--- config.mk ---
export PLATFORM = sky130hd
export DESIGN_NAME = uart_sender_arbiter
export DESIGN_NICKNAME = d
export VERILOG_FILES = /design/src/rtl/uart_sender_arbiter.sv
export SDC_FILE = /design/constraint.sdc
export NUM_CORES = 1
export LEC_CHECK = 0
export BUFFER_PORTS_ARGS = -buffer_cell sky130_fd_sc_hd__buf_2
export CAP_MARGIN = 20
export CORE_MARGIN = 4
export CORE_UTILIZATION = 50
export CTS_CLUSTER_SIZE = 28
export DETAILED_ROUTE_END_ITERATION = 12
export PLACE_DENSITY_LB_ADDON = 0.2
export SETUP_SLACK_MARGIN = 0.05
export SLEW_MARGIN = 20
export SYNTH_ARGS = -nofsm -noshare
export SYNTH_HDL_FRONTEND = slang
export SYNTH_SLANG_ARGS = --single-unit
--- constraint.sdc ---
create_clock -name clk -period 4.58 [get_ports clk]
set_input_delay 0.916 -clock clk [delete_from_list [all_inputs] [get_ports clk]]
set_output_delay 0.916 -clock clk [all_outputs]
set_load 0.005 [all_outputs]
--- src/rtl/uart_sender_arbiter.sv ---
// uart_sender_arbiter: shares one UART number sender between several print engines.
// Sessions are granted round-robin and held until the owner drops its request.
// The owner's start/data/flags are forwarded to the sender, and sender_done is
// returned only to the owner. A watchdog forces completion of a stuck transfer.
//
// Ports:
//   clk, rst_n             clock, asynchronous active-low reset
//   req_i                  per-requester session request (level)
//   req_start_i            per-requester one-cycle element start
//   req_data_i             packed elements, slot k = [k*DATA_W +: DATA_W]
//   req_last_col_i         per-requester "newline after element" flag
//   req_newline_only_i     per-requester "newline only" flag
//   gnt_o                  one-hot (or zero) ownership grant
//   req_done_o             one-cycle completion pulse to the owner
//   sender_data_o          element to the sender (held between starts)
//   sender_start_o         one-cycle start to the sender
//   sender_is_last_col_o   flag, valid only with sender_start_o
//   sender_newline_only_o  flag, valid only with sender_start_o
//   sender_done_i          sender completion pulse
//   busy_o                 high while a grant is held
//   timeout_o              one-cycle pulse when the watchdog fires
module uart_sender_arbiter #(
    parameter int unsigned NUM_REQ = 3,
    parameter int unsigned DATA_W  = 8,
    parameter int unsigned TIMEOUT = 1_000_000
) (
    input  logic                        clk,
    input  logic                        rst_n,
    input  logic [NUM_REQ-1:0]          req_i,
    input  logic [NUM_REQ-1:0]          req_start_i,
    input  logic [NUM_REQ*DATA_W-1:0]   req_data_i,
    input  logic [NUM_REQ-1:0]          req_last_col_i,
    input  logic [NUM_REQ-1:0]          req_newline_only_i,
    output logic [NUM_REQ-1:0]          gnt_o,
    output logic [NUM_REQ-1:0]          req_done_o,
    output logic [DATA_W-1:0]           sender_data_o,
    output logic                        sender_start_o,
    output logic                        sender_is_last_col_o,
    output logic                        sender_newline_only_o,
    input  logic                        sender_done_i,
    output logic                        busy_o,
    output logic                        timeout_o
);

    localparam int unsigned IDX_W = (NUM_REQ > 2) ? $clog2(NUM_REQ) : 1;
    localparam int unsigned WD_W  = (TIMEOUT > 2) ? $clog2(TIMEOUT) : 1;

    typedef enum logic [1:0] {
        IDLE,
        OWNED,
        SENDING
    } state_t;

    state_t             state;
    logic [IDX_W-1:0]   g;
    logic [IDX_W-1:0]   last;
    logic [WD_W-1:0]    wd;

    logic               pick_valid;
    logic [IDX_W-1:0]   pick_idx;
    logic [IDX_W-1:0]   cand;
    logic [DATA_W-1:0]  sel_data;

    // Round-robin pick: first requesting index after last, with wrap-around.
    // Scanning from the far end lets the nearest candidate overwrite the rest.
    always_comb begin
        pick_valid = 1'b0;
        pick_idx   = '0;
        cand       = '0;
        for (int i = int'(NUM_REQ); i >= 1; i--) begin
            cand = IDX_W'((int'(last) + i) % int'(NUM_REQ));
            if (req_i[cand]) begin
                pick_valid = 1'b1;
                pick_idx   = cand;
            end
        end
    end

    // Owner's element slot.
    always_comb begin
        sel_data = '0;
        for (int k = 0; k < int'(NUM_REQ); k++) begin
            if (IDX_W'(k) == g) begin
                sel_data = req_data_i[k*DATA_W +: DATA_W];
            end
        end
    end

    // Session FSM with registered outputs.
    always_ff @(posedge clk or negedge rst_n) begin
        if (!rst_n) begin
            state                 <= IDLE;
            g                     <= '0;
            last                  <= IDX_W'(NUM_REQ - 1);
            wd                    <= '0;
            gnt_o                 <= '0;
            req_done_o            <= '0;
            sender_data_o         <= '0;
            sender_start_o        <= 1'b0;
            sender_is_last_col_o  <= 1'b0;
            sender_newline_only_o <= 1'b0;
            busy_o                <= 1'b0;
            timeout_o             <= 1'b0;
        end else begin
            sender_start_o        <= 1'b0;
            sender_is_last_col_o  <= 1'b0;
            sender_newline_only_o <= 1'b0;
            req_done_o            <= '0;
            timeout_o             <= 1'b0;
            case (state)
                IDLE: begin
                    if (pick_valid) begin
                        g      <= pick_idx;
                        gnt_o  <= {{(NUM_REQ-1){1'b0}}, 1'b1} << pick_idx;
                        busy_o <= 1'b1;
                        state  <= OWNED;
                    end
                end
                OWNED: begin
                    // Release wins over a same-cycle start.
                    if (!req_i[g]) begin
                        gnt_o  <= '0;
                        busy_o <= 1'b0;
                        last   <= g;
                        state  <= IDLE;
                    end else if (req_start_i[g]) begin
                        sender_data_o         <= sel_data;
                        sender_is_last_col_o  <= req_last_col_i[g];
                        sender_newline_only_o <= req_newline_only_i[g];
                        sender_start_o        <= 1'b1;
                        wd                    <= '0;
                        state                 <= SENDING;
                    end
                end
                SENDING: begin
                    if (sender_done_i) begin
                        req_done_o <= gnt_o;
                        state      <= OWNED;
                    end else if (wd == WD_W'(TIMEOUT - 1)) begin
                        timeout_o  <= 1'b1;
                        req_done_o <= gnt_o;
                        state      <= OWNED;
                    end else begin
                        wd <= wd + WD_W'(1);
                    end
                end
                default: state <= IDLE;
            endcase
        end
    end

endmodule

Word-level counts from Yosys, hierarchy flattened
Index checks and enable logic that the tools add are counted.
{"block": "classes", "addsub": 4, "div": 3, "n_lt_le_gt_ge": 4, "n_eq_ne": 13, "n_shift": 1, "mux": 55, "bitwise_logic": 1, "reduce_logical": 10}
{"op": "$mod A32 B3 Y32 const B", "count": 3}
{"op": "$mux W20", "count": 4}
{"op": "$pmux W20 S2", "count": 1}
{"op": "$mux W1", "count": 24}
{"op": "$mux W8", "count": 3}
{"op": "$add A20 B1 Y20 const B", "count": 1}
{"op": "$eq A20 B20 Y1 const B", "count": 1}
{"op": "$mux W2", "count": 8}
{"op": "$mux W3", "count": 5}
{"op": "$bmux W1 S2", "count": 7}
{"op": "$lt A2 B3 Y1 const B", "count": 4}
{"op": "$ne A2 B2 Y1 const B", "count": 6}
{"op": "$reduce_and A3 Y1", "count": 3}
{"op": "$add A2 B2 Y3 const B", "count": 2}
{"op": "$ne A3 B3 Y1 const B", "count": 2}
{"op": "$pmux W2 S3", "count": 1}
{"op": "$pmux W3 S2", "count": 1}
{"op": "$reduce_and A5 Y1", "count": 1}
{"op": "$logic_not A2 Y1", "count": 2}
{"op": "$reduce_and A2 Y1", "count": 2}
{"op": "$reduce_bool A2 Y1", "count": 2}
{"op": "$add A2 B1 Y3 const B", "count": 1}
{"op": "$shl A1 B2 Y3 const A", "count": 1}
{"op": "$eq A1 B2 Y1 const A", "count": 1}
{"op": "5 further kinds", "count": 5}
{"block": "word_totals", "ff_bits": 45, "input_bits": 39, "output_inout_bits": 19, "elab_cells": 103}

Depth between registers and ports, before layout
Gate-level depths: netlist (run 1).
{"block": "depth", "depth_word": 10, "mapped_depth": 8, "ltp_nobuf": 7}

Worst setup path after synthesis (run 1)
OpenSTA, ideal clock, no wires.
{"block": "synth_timing", "kind": "reg-to-reg", "startpoint": "reg last[0]", "endpoint": "reg gnt_o[1]", "setup_time_ns": 0.120, "arrival_ns": 1.889, "required_ns": 4.460, "path_slack_ns": 2.571, "stages_incl_launch_ff": 9, "path_buffers": 1, "synth_period_minus_slack_ns": 2.009, "path_cell_list": "dfrtp_1 -> inv_1 -> ha_1 -> clkbuf_1 -> mux2i_1 -> o22ai_1 -> o31ai_4 -> nor2_1 -> a31o_2"}
{"block": "synth_between", "elab_chain_len": 10, "word_cells_on_any_way": 23, "classes_between": "add/sub (3); div (3); eq/ne (1); shift (1); mux (14); reduce/logical (1)"}
{"item": "start, declared", "line_no": "56", "rtl": "logic [IDX_W-1:0] last;"}
{"item": "start signal, assigned", "line_no": "94", "rtl": "last <= IDX_W'(NUM_REQ - 1);"}
{"item": "start signal, assigned", "line_no": "124", "rtl": "last <= g;"}
{"item": "$add A2 B2 Y3", "line_no": "71", "rtl": "cand = IDX_W'((int'(last) + i) % int'(NUM_REQ));"}
{"item": "$mod A32 B3 Y32", "line_no": "71"}
{"item": "$bmux W1 S2", "line_no": "72", "rtl": "if (req_i[cand]) begin"}
{"item": "$mux W1 (implied by the code)", "line_no": "72"}
{"item": "$mux W2 (3 in a row)", "line_no": "72"}
{"item": "$shl A1 B2 Y3", "line_no": "114", "rtl": "gnt_o <= {{(NUM_REQ-1){1'b0}}, 1'b1} << pick_idx;"}
{"item": "$mux W3", "line_no": "112", "rtl": "if (pick_valid) begin"}
{"item": "$pmux W3 S2", "line_no": "110", "rtl": "case (state)"}
{"item": "end signal, assigned", "line_no": "114"}
{"item": "end, declared", "line_no": "34", "rtl": "output logic [NUM_REQ-1:0] gnt_o,"}
Several ways; a longest one is shown, not always the timed one. The select of a mux whose other input is x is not followed.
A chain may end at the register's enable or synchronous reset.

Worst setup path after layout (run 1)
{"block": "layout_timing", "startpoint": "reg g[0]", "endpoint": "reg wd[0]"}
{"block": "layout_between", "elab_chain_len": 4, "word_cells_on_any_way": 7, "classes_between": "eq/ne (2); mux (4); reduce/logical (1)"}
{"item": "start, declared", "line_no": "55", "rtl": "logic [IDX_W-1:0] g;"}
{"item": "start signal, assigned", "line_no": "113", "rtl": "g <= pick_idx;"}
{"item": "$bmux W1 S2, on equally long branches", "line_no": "126, 121"}
{"item": "$mux W1, on equally long branches", "line_no": "126, 121"}
{"item": "$ne A2 B2 Y1 (no line)"}
{"item": "$reduce_and A5 Y1 (no line) *"}
{"item": "end signal, assigned", "line_no": "144", "rtl": "wd <= wd + WD_W'(1);"}
{"item": "end, declared", "line_no": "57", "rtl": "logic [WD_W-1:0] wd;"}
Mark *: on every way between the ends. The rest lies on a longest branch, timed or not. The select of a mux whose other input is x is not followed.

==> results.json, run 1 <==
{
  "regArea_um2": 1130,
  "place_hpwl_um": 4260,
  "diodes": 0,
  "max_freq_mhz": 373,
  "setup_viol": 0,
  "core_um2": 5110,
  "grt_max_degree": 46,
  "ys_ff_latch": 45,
  "ys_top_cells_by_area": "dfrtp_1 42%, mux2i_1 7.2%, nand2_1 4.4%",
  "path_max_fanout": 24,
  "ant_nets": 0,
  "fin_worst_skew_ns": 0.00313,
  "start_util_pct": 51.4,
  "cts_tree": "done",
  "fin_crit_ns": 2.68,
  "drt_pass1_iterations": 4,
  "root_buffer": "clkbuf_8",
  "port_buffers": 57,
  "maxSlewViolCount": 0,
  "first_global_vias": 2129,
  "clk_latency_ns": 0.30,
  "wl_met2_um": 2690,
  "dp_slack_ns": 1.90,
  "hold_violations": 0,
  "fillers": 457,
  "rows": 26,
  "syn_inst": 282,
  "min_path_type": "reg -> reg",
  "area_delta_synth_final_pct": 14.4,
  "drt-total-wl_um": 5720,
  "vias": 2241,
  "avgViaCountPerCell": 5.56,
  "syn_nets": 325,
  "crit_family": "simple AND/OR/NAND/NOR gates",
  "fin_ws_ns": 1.90,
  "postCtsSetupBuffers": 0,
  "outcome": "finished clean",
  "holdWs_ns": 0.475,
  "grt_first_pass_wirelength_um": 9870,
  "clk_pin_slew_ns": 0.08,
  "met3_wirelength_um": 338,
  "rsz0062_at_grt": "no",
  "drt_iter0_drc": 183,
  "synthTopCellsByCount": "44 x dfrtp_1, 31 x nand2_1, 22 x nor2_1, 21 x a21oi_1, 19 x mux2i_1",
  "met1_length_um": 2610,
  "crit_buf_inv": 0,
  "slowest_delay_ns": 0.70,
  "cts_sinks": 45,
  "post_cts_resized": 0,
  "drc": 0,
  "yosysMostFrequentCell": "dfrtp_1",
  "p_per_area_nw_per_um2": 508,
  "clk_path_buf_depth": 2,
  "drive_gt1_share_pct": 24.3,
  "multiInputGateArea_um2": 1380,
  "critical_path_arrival_ns": 2.86,
  "dieWidth_um": 80.5,
  "yosys_warnings": 0,
  "end_kind": "flip-flop",
  "io-pin-count": 58,
  "yosysSeqAreaShare_pct": 42.9,
  "gp_congestion": 0.843,
  "crit_type": "reg -> reg",
  "cpMaxStageDelayCell": "or3_1",
  "antenna_found_initial": 0,
  "utilization_pct": 58.9,
  "yosysTopAreaCell": "dfrtp_1",
  "cts_hold_buf": 0,
  "die_h_um": 80.5,
  "worst_ep_required_time_ns": 4.75,
  "syn_avg_cell_area_um2": 9.32,
  "crit_chain": "nor2b_1 > a2bb2oi_1 > or3_1 > nand3_1 > o21ai_0",
  "nNetsFinal": 375,
  "start_kind": "flip-flop",
  "ctsHtreeMaxLevel": 2,
  "final.setup.tns_ns": 0,
  "timing.slew.headroom_pct": 40.6,
  "synthArstFlopShare_pct": 100,
  "dieArea_um2": 6480,
  "worst_pin_slew_ns": 0.889,
  "synth-edff-count": 0,
  "syn-cell-area_um2": 2630,
  "maxCapViolCount": 0,
  "synthFlopType": "dfrtp_1",
  "cellLeakagePower_nw": 1.43,
  "ir_drop_uv": 314,
  "finalCritPeriodShare_pct": 58.5,
  "top_layer": "met4",
  "cts_buffers": 5,
  "yosys.area.top_type_share_pct": 41.9,
  "grt.total_usage_pct": 19.5,
  "wl_per_cell_um": 14.2,
  "overflow": 0,
  "synth_cell_types": 60
}
state kept, by name, summed over array words and instances (netlist names), 2 cells and up:
| signal | cells |
|---|---|
| sender_data_o | 8 |
| req_done_o | 3 |
| gnt_o | 3 |
| last | 2 |
| g | 2 |
| wd | 20 |
| state | 2 |
kinds of logic after synthesis:
| family | count (synthesis) | synth area share, % |
|---|---|---|
| AOI/OAI and AO/OA | 80 | 20.3 |
| xor gates and xnor gates | 1 | 0.333 |
| adders and majority gates | 4 | 1.90 |
| buffers and inverters | 24 | 4.57 |
| DFF | 45 | 42.9 |
| muxes | 21 | 8.10 |
| and+or+nand+nor | 107 | 21.9 |
metal layers:
metal / global-route usage [%] / vias up
met3: 3.14 / 7
met2: 31.7 / 62
met1: 26.0 / 1048
met4: 7.60 / 0
met5: 0 / -
li1: - / 1124
power by group:
part / switching (mW) / internal (mW) / total (mW)
clock network: 0.136 / 0.105 / 0.242
registers: 0.118 / 0.497 / 0.615
logic: 0.380 / 0.291 / 0.671
final cells by class:
type                            count  area share, %
Multi-Input combinational cell    213           45.9
Sequential cell                    45           37.5
Timing Repair Buffer               57           9.57
Tap cell                           70           2.91
Clock buffer                        5           2.29
Inverter                           10           1.25
Clock inverter                      3          0.583
tightest hold or removal path, cell delays in order (launching register included):
cell     delay [ns]
dfrtp_1        0.34
nand2_1        0.05
nand2_1        0.06
per-stage QoR:
step           total power, mW  std cells  cell area, um2
2_1_floorplan             1.12        282            2630
3_3_place_gp              1.28        395            2920
3_5_place_dp              1.30        395            2920
4_1_cts                   1.55        403            3000
5_1_grt                   1.66        403            3010
6_report                  1.53        403            3010
cell usage in the layout, fill, tap and decap left out, drive strengths merged, types with 3 or more instances in the layout:
cell and count:
clkbuf 5, o21ai 19, nor3 3, nor2b 5, dfrtp 44, a21o 5, nand3 13, nor4 3
a21oi 23, a31oi 8, o31ai 3, nand4 8, nor2 24, nand2 31, inv 10, mux2i 19
o211ai 4, nand2b 7, ha 4, buf 57
final timing paths:
| path | endpoint | cells after the start | start | slack (ns) |
|---|---|---|---|---|
| min in group asynchronous | wd[9] | 1 | rst_n | 0.60 |
| hold / removal | busy_o | 2 | busy_o | 0.48 |
| max in group asynchronous | last[1] | 1 | rst_n | 3.59 |
| hold reg to reg | busy_o | 2 | busy_o | 0.48 |
| setup / recovery | wd[0] | 5 | g[0] | 1.90 |
| setup reg to reg | wd[0] | 5 | g[0] | 1.90 |
Power figures use the tool's default switching activity.
==> inputs of run 2 (changes only) <==
Settings changed: CORE_UTILIZATION 50 to 49.
Clock period 4.58 ns to 2.45 ns, I/O delays scaled along.
==> run 2 against run 1 <==
Effect of this change: register-to-register slack got worse by 1.5 ns; critical path depth rose by 1; worst setup slack got worse by 1.5 ns; sequential share of layout area fell by 0.63 points; fmax rose by 29%; clock power rose by 90%; clock skew rose by 0.0058 ns; non-clock buffer count rose by 7; via count rose by 0.54%; clock-buffer cell count rose by 1; die area rose by 1.8%; final cell count rose by 1.7%; largest power group unchanged.
==> results.json, run 2 (same netlist as run 1, synthesis figures left out) <==
{
  "postCtsSetupBuffers": 0,
  "drc": 0,
  "cpMaxStageDelayCell": "dfstp_2",
  "first_global_vias": 2078,
  "ir_drop_uv": 602,
  "holdWs_ns": 0.254,
  "grt_max_degree": 46,
  "drive_gt1_share_pct": 25.6,
  "vias": 2253,
  "cts_hold_buf": 0,
  "utilization_pct": 59.5,
  "maxSlewViolCount": 0,
  "diodes": 0,
  "area_delta_synth_final_pct": 16.4,
  "final.setup.tns_ns": 0,
  "drt_iter0_drc": 103,
  "crit_start": "last[1]",
  "maxCapViolCount": 0,
  "clk_latency_ns": 0.30,
  "p_per_area_nw_per_um2": 955,
  "gp_congestion": 0.805,
  "reg.largest.list": "wd: 20 flops, sender_data_o: 8 flops",
  "worst_pin_slew_ns": 0.695,
  "drt-total-wl_um": 5530,
  "mostFrequentLayoutCell": "buf_2",
  "largest-register": "wd",
  "end_kind": "flip-flop",
  "antenna_found_initial": 0,
  "crit_family": "compound AO/OA/AOI/OAI gates",
  "clk_pin_slew_ns": 0.09,
  "layout_common_cells": "57 x buf_2, 44 x dfrtp_1, 31 x nand2_1",
  "setup_viol": 0,
  "timing.slew.headroom_pct": 53.7,
  "fin_worst_skew_ns": 0.00892,
  "die_h_um": 81.2,
  "min_path_type": "in -> async",
  "crit_buf_inv": 0,
  "cellLeakagePower_nw": 1.46,
  "nNetsFinal": 382,
  "start_kind": "flip-flop",
  "timing.rr.start": "last[1]",
  "worst_ep_required_time_ns": 2.65,
  "dieWidth_um": 81.2,
  "outcome": "finished clean",
  "core_um2": 5140,
  "largest_reg_flops": 20,
  "avgViaCountPerCell": 5.50,
  "grt_first_pass_wirelength_um": 9820,
  "r2r.worst_path.cells": 6,
  "root_buffer": "clkbuf_8",
  "dp.cells": 402,
  "cts_buffers": 5,
  "rows": 26,
  "rsz0062_at_grt": "no",
  "clk_path_buf_depth": 2,
  "hold_violations": 0,
  "max_freq_mhz": 480,
  "wl_per_cell_um": 13.5,
  "dieArea_um2": 6600,
  "start_util_pct": 51.1,
  "critical_path_arrival_ns": 2.29,
  "cts_sinks": 45,
  "path_max_fanout": 9,
  "fin_crit_ns": 2.08,
  "overflow": 0,
  "place_hpwl_um": 4230,
  "crit_chain": "ha_1 > mux2i_1 > o22ai_1 > o31ai_4 > nor2_1 > a31o_2",
  "crit_cells": 6,
  "drt_pass1_iterations": 4,
  "port_buffers": 57,
  "slowest_delay_ns": 0.55,
  "finalCritPeriodShare_pct": 85.1,
  "fillers": 477,
  "grt.total_usage_pct": 19.2,
  "crit_type": "reg -> reg",
  "io-pin-count": 58,
  "layoutNonFillerInstCount": 410,
  "post_cts_resized": 0,
  "ant_nets": 0,
  "ctsHtreeMaxLevel": 2,
  "cts_tree": "done"
}
run 2: cell count changes in the layout (fill, tap and decap cells not counted), sizes merged:
| cell | previous run | this run |
|---|---|---|
| buf | 57 | 64 |
| clkinv | 2 | 0 |
| clkinvlp | 1 | 2 |
| clkbuf | 5 | 6 |
run 2: final timing paths:
path / slack [ns] / endpoint
setup / recovery: 0.37 / gnt_o[1]
hold / removal: 0.25 / wd[17]
setup reg to reg: 0.37 / gnt_o[1]
hold reg to reg: 0.48 / sender_data_o[3]
max in group asynchronous: 1.81 / wd[2]
min in group clk: 0.42 / sender_is_last_col_o
run 2: where the power goes:
part	internal, mW	total (mW)	switching [mW]
clock network	0.201	0.461	0.259
logic	0.598	1.35	0.752
registers	0.929	1.11	0.182
total	1.73	2.92	1.19
run 2: through the flow:
step                      worst slack [ns]  area, um2  total power, mW
after detailed placement             0.376       2970             2.49
after global routing                 0.146       3060             3.19
after CTS                            0.368       3060             2.95
after floorplan                      0.441       2630             2.09
after global placement               0.362       2970             2.47
final                                0.365       3060             2.92
run 2: final cells by class:
class / count / area (um2) / share of cell area (%)
multi-input cells: 213 / 1380 / 45.1
flip-flops and latches: 45 / 1130 / 36.9
repair buffers: 64 / 338 / 11.0
well taps: 70 / 87.6 / 2.86
clock buffers: 6 / 72.6 / 2.37
inverters: 10 / 37.5 / 1.23
clock inverters: 2 / 15.0 / 0.491
run 2: worst register-to-register path, delay by kind of cell (launching register included):
| family | cells | cell delay (ns) |
|---|---|---|
| AOI/OAI and AO/OA | 3 | 0.78 |
| adders and majority gates | 1 | 0.31 |
| DFF | 1 | 0.55 |
| muxes | 1 | 0.23 |
| and+or+nand+nor | 1 | 0.12 |
run 2: metal layers:
metal	vias up	global-route usage (%)	part of all wire, %
met5	-	0	0
met4	0	6.25	1.4
met3	6	4.88	6.8
met2	63	30.7	47
met1	1045	25.5	45
li1	1139	-	-
